<file path="src/rtl/audio_frame_scheduler.sv">
// rtl/audio_frame_scheduler.sv - sample-rate scheduler sequencing mic capture and DAC frames
// One mic conversion followed by one DAC frame per sample tick, with timeouts and overrun counting.
module audio_frame_scheduler #(
   parameter int unsigned SAMPLE_DIV = 2268,
   parameter int unsigned TIMEOUT    = 1024
) (
   input  logic        clk,
   input  logic        rst,
   input  logic        enable,
   input  logic [2:0]  vol,
   output logic        mic_start,
   input  logic        mic_done,
   input  logic [11:0] mic_data,
   output logic        dac_start,
   input  logic        dac_done,
   output logic [11:0] dac_a,
   output logic [11:0] dac_b,
   output logic        busy,
   output logic [7:0]  overrun_cnt,
   output logic        timeout_err,
   output logic [15:0] frame_cnt
);

   localparam int          WW        = (TIMEOUT > 1) ? $clog2(TIMEOUT) : 1;
   localparam logic [15:0] DIV_LAST  = 16'(SAMPLE_DIV - 1);
   localparam logic [WW-1:0] WAIT_LAST = WW'(TIMEOUT - 1);

   typedef enum logic [2:0] {
      IDLE,
      WAIT_TICK,
      MIC_REQ,
      MIC_WAIT,
      DAC_REQ,
      DAC_WAIT
   } state_t;

   state_t        r_state;
   logic [15:0]   r_div;
   logic [WW-1:0] r_wait;
   logic          r_mic_start;
   logic          r_dac_start;
   logic          r_busy;
   logic          r_timeout_err;
   logic [11:0]   r_dac_a;
   logic [11:0]   r_dac_b;
   logic [7:0]    r_overrun_cnt;
   logic [15:0]   r_frame_cnt;
   logic          w_tick;

   assign w_tick = enable && (r_div == DIV_LAST);

   always_ff @(posedge clk or negedge rst) begin
      if (!rst) begin
         r_div <= '0;
      end else if (!enable || w_tick) begin
         r_div <= '0;
      end else begin
         r_div <= r_div + 16'd1;
      end
   end

   always_ff @(posedge clk or negedge rst) begin
      if (!rst) begin
         r_state       <= IDLE;
         r_wait        <= '0;
         r_mic_start   <= 1'b0;
         r_dac_start   <= 1'b0;
         r_busy        <= 1'b0;
         r_timeout_err <= 1'b0;
         r_dac_a       <= '0;
         r_dac_b       <= '0;
         r_overrun_cnt <= '0;
         r_frame_cnt   <= '0;
      end else begin
         // Ticks only start frames from WAIT_TICK; anywhere else they are lost.
         if (w_tick && (r_state != WAIT_TICK) && (r_overrun_cnt != 8'hFF))
            r_overrun_cnt <= r_overrun_cnt + 8'd1;

         case (r_state)
            IDLE: begin
               if (enable)
                  r_state <= WAIT_TICK;
            end
            WAIT_TICK: begin
               if (w_tick) begin
                  r_state     <= MIC_REQ;
                  r_mic_start <= 1'b1;
                  r_busy      <= 1'b1;
               end else if (!enable) begin
                  r_state <= IDLE;
               end
            end
            MIC_REQ: begin
               r_mic_start <= 1'b0;
               r_wait      <= '0;
               r_state     <= MIC_WAIT;
            end
            MIC_WAIT: begin
               if (mic_done) begin
                  r_dac_a     <= mic_data;
                  r_dac_b     <= mic_data >> vol;
                  r_dac_start <= 1'b1;
                  r_state     <= DAC_REQ;
               end else if (r_wait == WAIT_LAST) begin
                  r_timeout_err <= 1'b1;
                  r_busy        <= 1'b0;
                  r_state       <= enable ? WAIT_TICK : IDLE;
               end else begin
                  r_wait <= r_wait + 1'b1;
               end
            end
            DAC_REQ: begin
               r_dac_start <= 1'b0;
               r_wait      <= '0;
               r_state     <= DAC_WAIT;
            end
            DAC_WAIT: begin
               if (dac_done) begin
                  r_frame_cnt <= r_frame_cnt + 16'd1;
                  r_busy      <= 1'b0;
                  r_state     <= enable ? WAIT_TICK : IDLE;
               end else if (r_wait == WAIT_LAST) begin
                  r_timeout_err <= 1'b1;
                  r_busy        <= 1'b0;
                  r_state       <= enable ? WAIT_TICK : IDLE;
               end else begin
                  r_wait <= r_wait + 1'b1;
               end
            end
            default: begin
               r_state     <= IDLE;
               r_mic_start <= 1'b0;
               r_dac_start <= 1'b0;
               r_busy      <= 1'b0;
            end
         endcase
      end
   end

   assign mic_start   = r_mic_start;
   assign dac_start   = r_dac_start;
   assign busy        = r_busy;
   assign timeout_err = r_timeout_err;
   assign dac_a       = r_dac_a;
   assign dac_b       = r_dac_b;
   assign overrun_cnt = r_overrun_cnt;
   assign frame_cnt   = r_frame_cnt;

endmodule

</file>
<file path="config.mk">
export PLATFORM = sky130hd
export DESIGN_NAME = audio_frame_scheduler
export DESIGN_NICKNAME = d
export VERILOG_FILES = /design/src/rtl/audio_frame_scheduler.sv
export SDC_FILE = /design/constraint.sdc
export NUM_CORES = 1
export LEC_CHECK = 0
export ABC_AREA = 1
export ABC_CLOCK_PERIOD_IN_PS = 1800
export CELL_PAD_IN_SITES_DETAIL_PLACEMENT = 1
export CELL_PAD_IN_SITES_GLOBAL_PLACEMENT = 1
export CORE_UTILIZATION = 39
export DETAILED_ROUTE_END_ITERATION = 10
export PLACE_DENSITY = 0.78
export SYNTH_ARGS = -nofsm -noshare
export SYNTH_HDL_FRONTEND = slang
export SYNTH_SLANG_ARGS = --single-unit
</file>
<file path="constraint.sdc">
create_clock -name clk -period 1.8 [get_ports clk]
set_clock_uncertainty 0.05 [all_clocks]
set_input_delay 0.18 -clock clk [delete_from_list [all_inputs] [get_ports clk]]
set_output_delay 0.18 -clock clk [all_outputs]
set_load 0.02 [all_outputs]
</file>
* After elaboration in Yosys (flattened, before gate mapping)
Index checks and enable logic that the tools add are counted.
Operators by class: add/sub/neg operators 4, equal/unequal tests 15, shifts and indexed selects 1, multiplexer cells 25, bitwise gates (word level) 3, reduce and logical (&&, ||, !) cells 20
Operator list (number):
- adder 16 x 1 -> 16 bit, second input constant | 2
- 2-to-1 mux 10 bit | 3
- one-hot mux 10 bit (3 select lines) | 1
- 2-to-1 mux 3 bit | 6
- one-hot mux 3 bit (6 select lines) | 1
- == test 16 x 12 -> 1 bit, second input constant | 1
- 2-to-1 mux 16 bit | 1
- right shift 12 x 3 -> 12 bit | 1
- adder 10 x 1 -> 10 bit, second input constant | 1
- == test 10 bit, second input constant | 1
- != test 2 bit, second input constant | 5
- AND reduction 2 bit | 5
- 2-to-1 mux 1 bit | 9
- AND reduction 3 bit | 3
- adder 8 x 1 -> 8 bit, second input constant | 1
- != test 8 bit, second input constant | 1
- OR reduction 4 bit | 2
- == test 3 x 2 -> 1 bit, second input constant | 2
- == test 3 bit, second input constant | 2
- one-hot mux 1 bit (2 select lines) | 3
- one-hot mux 1 bit (4 select lines) | 1
- == test 3 x 1 -> 1 bit, second input constant | 1
- logical AND 1 bit | 3
- zero test 3 bit | 1
- 9 further kinds | 11
Storage, ports and cells: flip-flop bits (word level) 81, input bits 20, logic and storage cells 79

* Longest topological paths before layout
Gate-level depths: netlist (run 1).
depth in word-level cells 4, mapped depth 11, depth with buffers taken out 10

* Worst setup path after synthesis (run 1)
Ideal clock, no wire load.
path type reg-to-reg, start reg r_frame_cnt[0] (netlist: frame_cnt[0]), end reg r_frame_cnt[12] (netlist: frame_cnt[12]), setup time 0.123 ns, arrival 1.327 ns, required time 1.627 ns, setup slack 0.300 ns, stages on the path, launching flop included 7, period minus slack after synthesis 1.500 ns, path through dfrtp_1 > ha_1 > nand3_1 > nor2_4 > nand3_1 > o21ai_0 > nand2_1
Between the ends: longest elaborated chain between the ends 1
RTL lines:
- start: declaration | line 47 | logic [15:0] r_frame_cnt;
- start signal: assignment | line 119 | r_frame_cnt <= r_frame_cnt + 16'd1;
- adder 16 x 1 -> 16 bit | line 119
No other way between the ends. A chain may end at the register's enable or synchronous reset.

* Worst setup path in the final report (run 1)
start reg r_state[1], end reg r_wait[2]
Between the ends: longest elaborated chain between the ends 4, elaborated cells on any way between the ends 10, those cells by class eq/ne (6); mux (1); reduce/logical (3)
RTL lines:
- start: declaration | line 37 | state_t r_state;
- start signal: assignment | line 107 | r_state <= enable ? WAIT_TICK : IDLE;
- start signal: assignment | line 121 | r_state <= enable ? WAIT_TICK : IDLE;
- start signal: assignment | line 125 | r_state <= enable ? WAIT_TICK : IDLE;
- == test 3 bit / == test 3 x 2 -> 1 bit (equally long branches) | line 79 | case (r_state)
- OR reduction 2 bit (no source line)
- nonzero test 3 bit (no source line)
- AND reduction 3 bit (no source line)
- end signal: assignment | line 109 | r_wait <= r_wait + 1'b1;
- end signal: assignment | line 127 | r_wait <= r_wait + 1'b1;
- end: declaration | line 39 | logic [WW-1:0] r_wait;
Several ways; a longest one is shown, not always the timed one.

==> metrics.yaml, run 1 <==
outcome: "finished, final reports clean"
syn_area_per_cell_sq_um: 7.58
slew_violations: 0
synth_nets: 614
place_congestion: 0.802
finalSetupViolations: 0
cp_slowest_cell: "dfrtp_1"
initial_core_util_pct: 40.7
ys.flop_type: "dfrtp_1"
drive_gt1_share_pct: 9.05
fin_nets: 704
drv_cap: 0
synth-seq-cells: 81
fin_tns_setup_ps: 0
worstSetupEndpointType: "register"
power.density_nw_per_um2: 804
grt_pass1_wl_microns: 20500
portBuffers: 71
cts_buffer_depth: 2
drt-total-wl_microns: 12100
gr-total-overflow: 0
die_height_microns: 109
clock_sinks: 81
grt_setup_unrepaired: "false"
critPathLaunchType: "register"
critPathRequiredTime_ps: 2020
crit_fanout: 17
regToRegStartpoint: "r_state[1]$_DFFE_PN0P_"
drt_pass1_iterations: 4
design.core.area_sq_um: 11000
yosys.cell_types.count: 40
synth-seq-area-share_pct: 45.4
path_clk_slew_ps: 60
rows: 38
cts_root_buf: "clkbuf_16"
wire_per_inst_microns: 14.7
min_period_over_period_pct: 94.5
hold_path_class: "input port to async pin"
placed_cells: 804
whs_ps: 208
grt_util_all_layers_pct: 22.3
synthSimpleGateAreaFrac_pct: 34.1
p_leak_nw: 2.70
synth_xor_area_share_pct: 4.90
ys_warn_count: 0
rrSetupSlack_ps: 100
path_cells: "nor2_1, nand2_2, nand2_2, nor2_1, inv_1, nand2_4, buf_4, o21ai_2"
diodes: 0
maxSlewHeadroom_pct: 68.1
synthAdderAreaFrac_pct: 1.12
worst_ep_arrival_time_ps: 1920
antenna_found_initial: 0
cts-htree-levels: 3
hold_violations: 0
period_needed_ps: 1700
clkLatencyLatePin_ps: 340
syn_area_sq_um: 4470
numCtsBuffers: 9
finalNonFillerCells: 825
criticalPathCategory: "register to register"
areaGrowthSynthToFinish_pct: 29.7
cts_tree: "yes"
ant_nets: 0
grt_pass1_vias: 4306
dieArea_sq_um: 11900
muxShareOfSynthArea_pct: 0
synth_top_family_by_area: "simple AND/OR/NAND/NOR gates"
avgViaCountPerCell: 5.08
synth_edf_count: 0
fmax_ghz: 0.588
synth_compound_area_share_pct: 7.36
dp_hpwl_microns: 9060
r2r_end: "r_wait[2]$_DFFE_PN0P_"
worstMarginPinSlew_ps: 475
vias: 4195
ios: 72
drt-initial-drc-count: 165
syn_inst: 590
r2r_cells: 8
synthArstFlopShare_pct: 100
drc: 0
slowest_delay_ps: 480
die_x_microns: 109
ir_worst_vdd_mv: 0.414
grt_max_degree: 46
## cell usage after synthesis (5+ instances only)
cell	count	area [sq um]
nand2_1	192	721
nand3_1	35	175
xnor2_1	11	96.3
dfrtp_1	81	2030
nor2_1	64	240
inv_1	58	218
xor2_1	14	123
clkbuf_1	5	18.8
nand4_1	19	119
a21oi_1	8	40.0
o21ai_0	37	185
nor3_1	13	65.1
## flip-flops by register name, indices dropped and copies added (netlist names)
signal and count:
r_div 16, r_wait 10, r_state 3, dac_a 12, frame_cnt 16, mic_start 1, overrun_cnt 8, dac_start 1
dac_b 12, timeout_err 1, busy 1
## kinds of logic after synthesis
logic type      count (synthesis)
simple gates                  346
flops                          81
buf+inv                        76
compound gates                 58
xor+xnor                       25
fa+ha+maj                       4
## power by group
group	switching (mW)	internal, mW
sequential	0.0713	1.89
clock	0.737	1.36
combinational	0.372	0.234
## worst max-delay path by stage
stage	start	end	slack [ps]	cells after the start
after floorplan	frame_cnt[0]$_DFFE_PN0P_	frame_cnt[12]$_DFFE_PN0P_	300	6
after global placement	mic_done	r_wait[5]$_DFFE_PN0P_	150	10
after detailed placement	mic_done	r_wait[5]$_DFFE_PN0P_	50	10
after CTS	r_wait[0]$_DFFE_PN0P_	r_wait[5]$_DFFE_PN0P_	80	10
after global routing	overrun_cnt[0]$_DFFE_PN0P_	overrun_cnt[4]$_DFFE_PN0P_	0.4	5
final	r_state[1]$_DFFE_PN0P_	r_wait[2]$_DFFE_PN0P_	100	8
## per-layer routing
metal	up-vias	part of all wire, %	track usage [%]
met5	-	0	0
met1	2055	46	29.2
li1	2065	-	-
met4	0	1.4	7.24
met3	13	3.2	3.71
met2	62	49	37.1
## stage by stage
stage	worst slack (ps)	instance area (sq um)	util, %	power (mW)
2_1_floorplan	300	4470	-	2.29
3_3_place_gp	149	5410	49.2	2.57
3_5_place_dp	48.5	5410	49.2	2.59
4_1_cts	79.2	5750	52.4	4.70
5_1_grt	0.364	5800	52.8	4.85
6_report	99.2	5800	52.8	4.66
## repair_timing
item,in CTS,in global routing
buffers inserted,0,4
hold buffers,1,0
resized for setup,0,4
hold endpoints to repair,25,0
endpoints found under the setup margin,0,14
## cell usage in the layout, fill, tap and decap left out, types with 4 or more instances in the layout
master,synthesis,layout
nand2_1,192,192
dfrtp_1,81,81
clkdlybuf4s50_1,0,70
nor2_1,64,63
inv_1,58,58
o21ai_0,37,36
nand3_1,35,35
buf_4,2,20
nand4_1,19,19
xor2_1,14,14
nor3_1,13,13
xnor2_1,11,11
clkbuf_16,0,9
a21oi_1,8,8
ha_1,4,4
## final cells by class
| class | count | area (sq um) |
|---|---|---|
| clock inverters | 5 | 104 |
| repair buffers | 92 | 881 |
| clock buffers | 11 | 233 |
| well taps | 140 | 175 |
| multi-input cells | 433 | 2130 |
| fillers | 1388 | 5190 |
| inverters | 63 | 243 |
| flip-flops and latches | 81 | 2030 |
## worst max-delay path: cells and delay by family (launching register included)
kind / cells / cell delay [ps]
buffers and inverters: 2 / 250
AO/OA/AOI/OAI: 1 / 100
flip-flops: 1 / 480
AND/OR/NAND/NOR: 5 / 740
No activity file was read; power rests on OpenSTA's default activity.
==> inputs of run 2 (changes only) <==
--- a/config.mk
+++ b/config.mk
@@ -7,11 +7,13 @@
 export LEC_CHECK = 0
 export ABC_AREA = 1
 export ABC_CLOCK_PERIOD_IN_PS = 1800
+export CAP_MARGIN = 20
 export CELL_PAD_IN_SITES_DETAIL_PLACEMENT = 1
 export CELL_PAD_IN_SITES_GLOBAL_PLACEMENT = 1
-export CORE_UTILIZATION = 39
+export CORE_UTILIZATION = 45
 export DETAILED_ROUTE_END_ITERATION = 10
-export PLACE_DENSITY = 0.78
+export DONT_BUFFER_PORTS = 1
+export PLACE_DENSITY = 0.75
 export SYNTH_ARGS = -nofsm -noshare
 export SYNTH_HDL_FRONTEND = slang
 export SYNTH_SLANG_ARGS = --single-unit
==> run 2 against run 1 <==
Cell count shrank 6.5%. Maximum frequency grew 1.0%. Highest routed layer unchanged. Sequential cell count is the same. Sequential share of layout area grew 4.1 points. Critical path depth is the same. Hold slack lost 750 ps. Setup slack gained 18 ps. The flow now finishes with violations (hold timing). Non-clock buffer count shrank 46. Routed wire length grew 1.5%. Global-route usage grew 3.1 points. Clock power shrank 28%.
==> metrics.yaml, run 2 (same netlist as run 1, synthesis figures left out) <==
outcome: "finished, violations left"  # was finished, final reports clean
violations: "hold timing"
dp_hpwl_microns: 8490  # was 9060 microns
fin_nets: 658  # was 704
drc: 0  # unchanged
drt-total-wl_microns: 12300  # was 12100 microns
critPathRequiredTime_ps: 2010  # was 2020 ps
clock_sinks: 81  # unchanged
worstMarginPinSlew_ps: 487  # was 475 ps
ios: 72  # unchanged
finalSetupViolations: 0  # unchanged
period_needed_ps: 1680  # was 1700 ps
cts_buffer_depth: 2  # unchanged
crit_fanout: 7  # was 17
ir_worst_vdd_mv: 0.354  # was 0.414 mV
ant_nets: 0  # unchanged
wire_per_inst_microns: 15.9  # was 14.7 microns
drive_gt1_share_pct: 11.9  # was 9.05%
avgViaCountPerCell: 5.26  # was 5.08
final_common_cell: "nand2_1"  # unchanged
die_height_microns: 102  # was 109 microns
p_leak_nw: 2.50  # was 2.70 nW
cts_root_buf: "clkbuf_8"  # was clkbuf_16
grt_util_all_layers_pct: 25.3  # was 22.3%
power_mw: 3.90  # was 4.66 mW
hold_path_class: "input port to async pin"  # unchanged
design.core.area_sq_um: 9680  # was 11000 sq um
fmax_ghz: 0.594  # was 0.588 GHz
whs_ps: -543  # was 208 ps
grt_pass1_wl_microns: 20300  # was 20500 microns
drt_pass1_iterations: 4  # unchanged
layout_common_cells: "nand2_1 (191), dfrtp_1 (79), nor2_1 (63), inv_1 (58), o21ai_0 (37)"  # was nand2_1 (192), dfrtp_1 (81), clkdlybuf4s50_1 (70), nor2_1 (63), inv_1 (58)
maxSlewHeadroom_pct: 67.3  # was 68.1%
worst_ep_arrival_time_ps: 1890  # was 1920 ps
die_x_microns: 102  # was 109 microns
antenna_found_initial: 0  # unchanged
criticalPathCategory: "register to register"  # unchanged
vias: 4056  # was 4195
grt_setup_unrepaired: "false"  # unchanged
worstSetupEndpointType: "register"  # unchanged
min_period_over_period_pct: 93.5  # was 94.5%
critPathLaunchType: "register"  # unchanged
gr-total-overflow: 0  # unchanged
dieArea_sq_um: 10300  # was 11900 sq um
diodes: 0  # unchanged
fin_tns_setup_ps: 0  # unchanged
grt_pass1_vias: 4272  # was 4306
place_congestion: 0.847  # was 0.802
portBuffers: 0  # was 71
slew_violations: 0  # unchanged
initial_core_util_pct: 46.1  # was 40.7%
power.density_nw_per_um2: 751  # was 804 nW/um^2
postCtsHoldBufs: 16  # was 1
clkLatencyLatePin_ps: 360  # was 340 ps
drt-initial-drc-count: 196  # was 165
final_util_pct: 53.6  # was 52.8%
rows: 36  # was 38
drv_cap: 0  # unchanged
areaGrowthSynthToFinish_pct: 16.2  # was 29.7%
numCtsBuffers: 9  # unchanged
cts-htree-levels: 3  # unchanged
cts_tree: "yes"  # unchanged
grt_max_degree: 82  # was 46
path_clk_slew_ps: 90  # was 60 ps
hold_violations: 84  # was 0
[run 2: cell types whose count changed in the layout (fill, tap and decap cells not counted), sizes merged]
cell | before | now
clkinvlp | 1 | 3
dlygate4sd3 | 1 | 16
clkbuf | 11 | 10
bufinv | 3 | 2
clkdlybuf4s50 | 70 | 0
clkinv | 2 | 1
buf | 21 | 30
[run 2: routing by layer]
layer | vias to the layer above | track usage [%] | wire length, microns
li1 | 1973 | - | -
met1 | 1998 | 31.0 | 5250
met2 | 67 | 44.0 | 6280
met4 | 0 | 9.81 | 241
met3 | 18 | 4.90 | 525
met5 | - | 0 | 0
[run 2: power by group]
group	internal (mW)	leakage [nW]	switching, mW	total, mW
sequential	1.88	1.09	0.145	2.03
clock	0.810	0.104	0.702	1.51
combinational	0.133	1.31	0.229	0.362
[run 2: final timing paths]
check,startpoint,to,slack [ps],cells past startpoint
min in group clk,vol[2],dac_b[1]$_DFFE_PN0P_,-10,3
setup / recovery,r_state[1]$_DFFE_PN0P_,frame_cnt[7]$_DFFE_PN0P_,120,8
max in group asynchronous,rst,r_state[2]$_DFFE_PN0P_,2120,0
setup reg to reg,r_state[1]$_DFFE_PN0P_,frame_cnt[7]$_DFFE_PN0P_,120,8
hold reg to reg,r_div[0]$_DFF_PN0_,r_div[0]$_DFF_PN0_,410,1
hold / removal,rst,r_div[13]$_DFF_PN0_,-540,0
[run 2: critical path: stages (launching register included)]
cell and delay [ps]:
dfrtp_2 490, inv_1 120, nand3_2 90, inv_2 100
nand2_4 90, nor2_1 200, nand3_1 180, o21ai_1 180
nand2_1 60
[run 2: layout make-up]
type | count | area, sq um
clock buffer | 10 | 138
inverter | 63 | 243
tap | 133 | 166
timing repair buffer | 46 | 398
multi-input combinational | 433 | 2140
clock inverter | 5 | 80.1
fill | 1202 | 4490
sequential | 81 | 2030
[run 2: repair_timing]
item / CTS / global route
endpoints found under the hold margin: 102 / 81
buffers inserted: 0 / 6
endpoints found under the setup margin: 0 / 25
resized for setup: 0 / 7
[run 2: through the flow]
step	instance area [sq um]	worst slack, ps	cells	hold slack [ps]
final	5190	117	771	-543
after global routing	5190	5.82	771	-561
after CTS	5110	13.9	765	-556
after detailed placement	4740	32.8	734	-163
after global placement	4740	153	734	-163
after floorplan	4470	300	590	-166
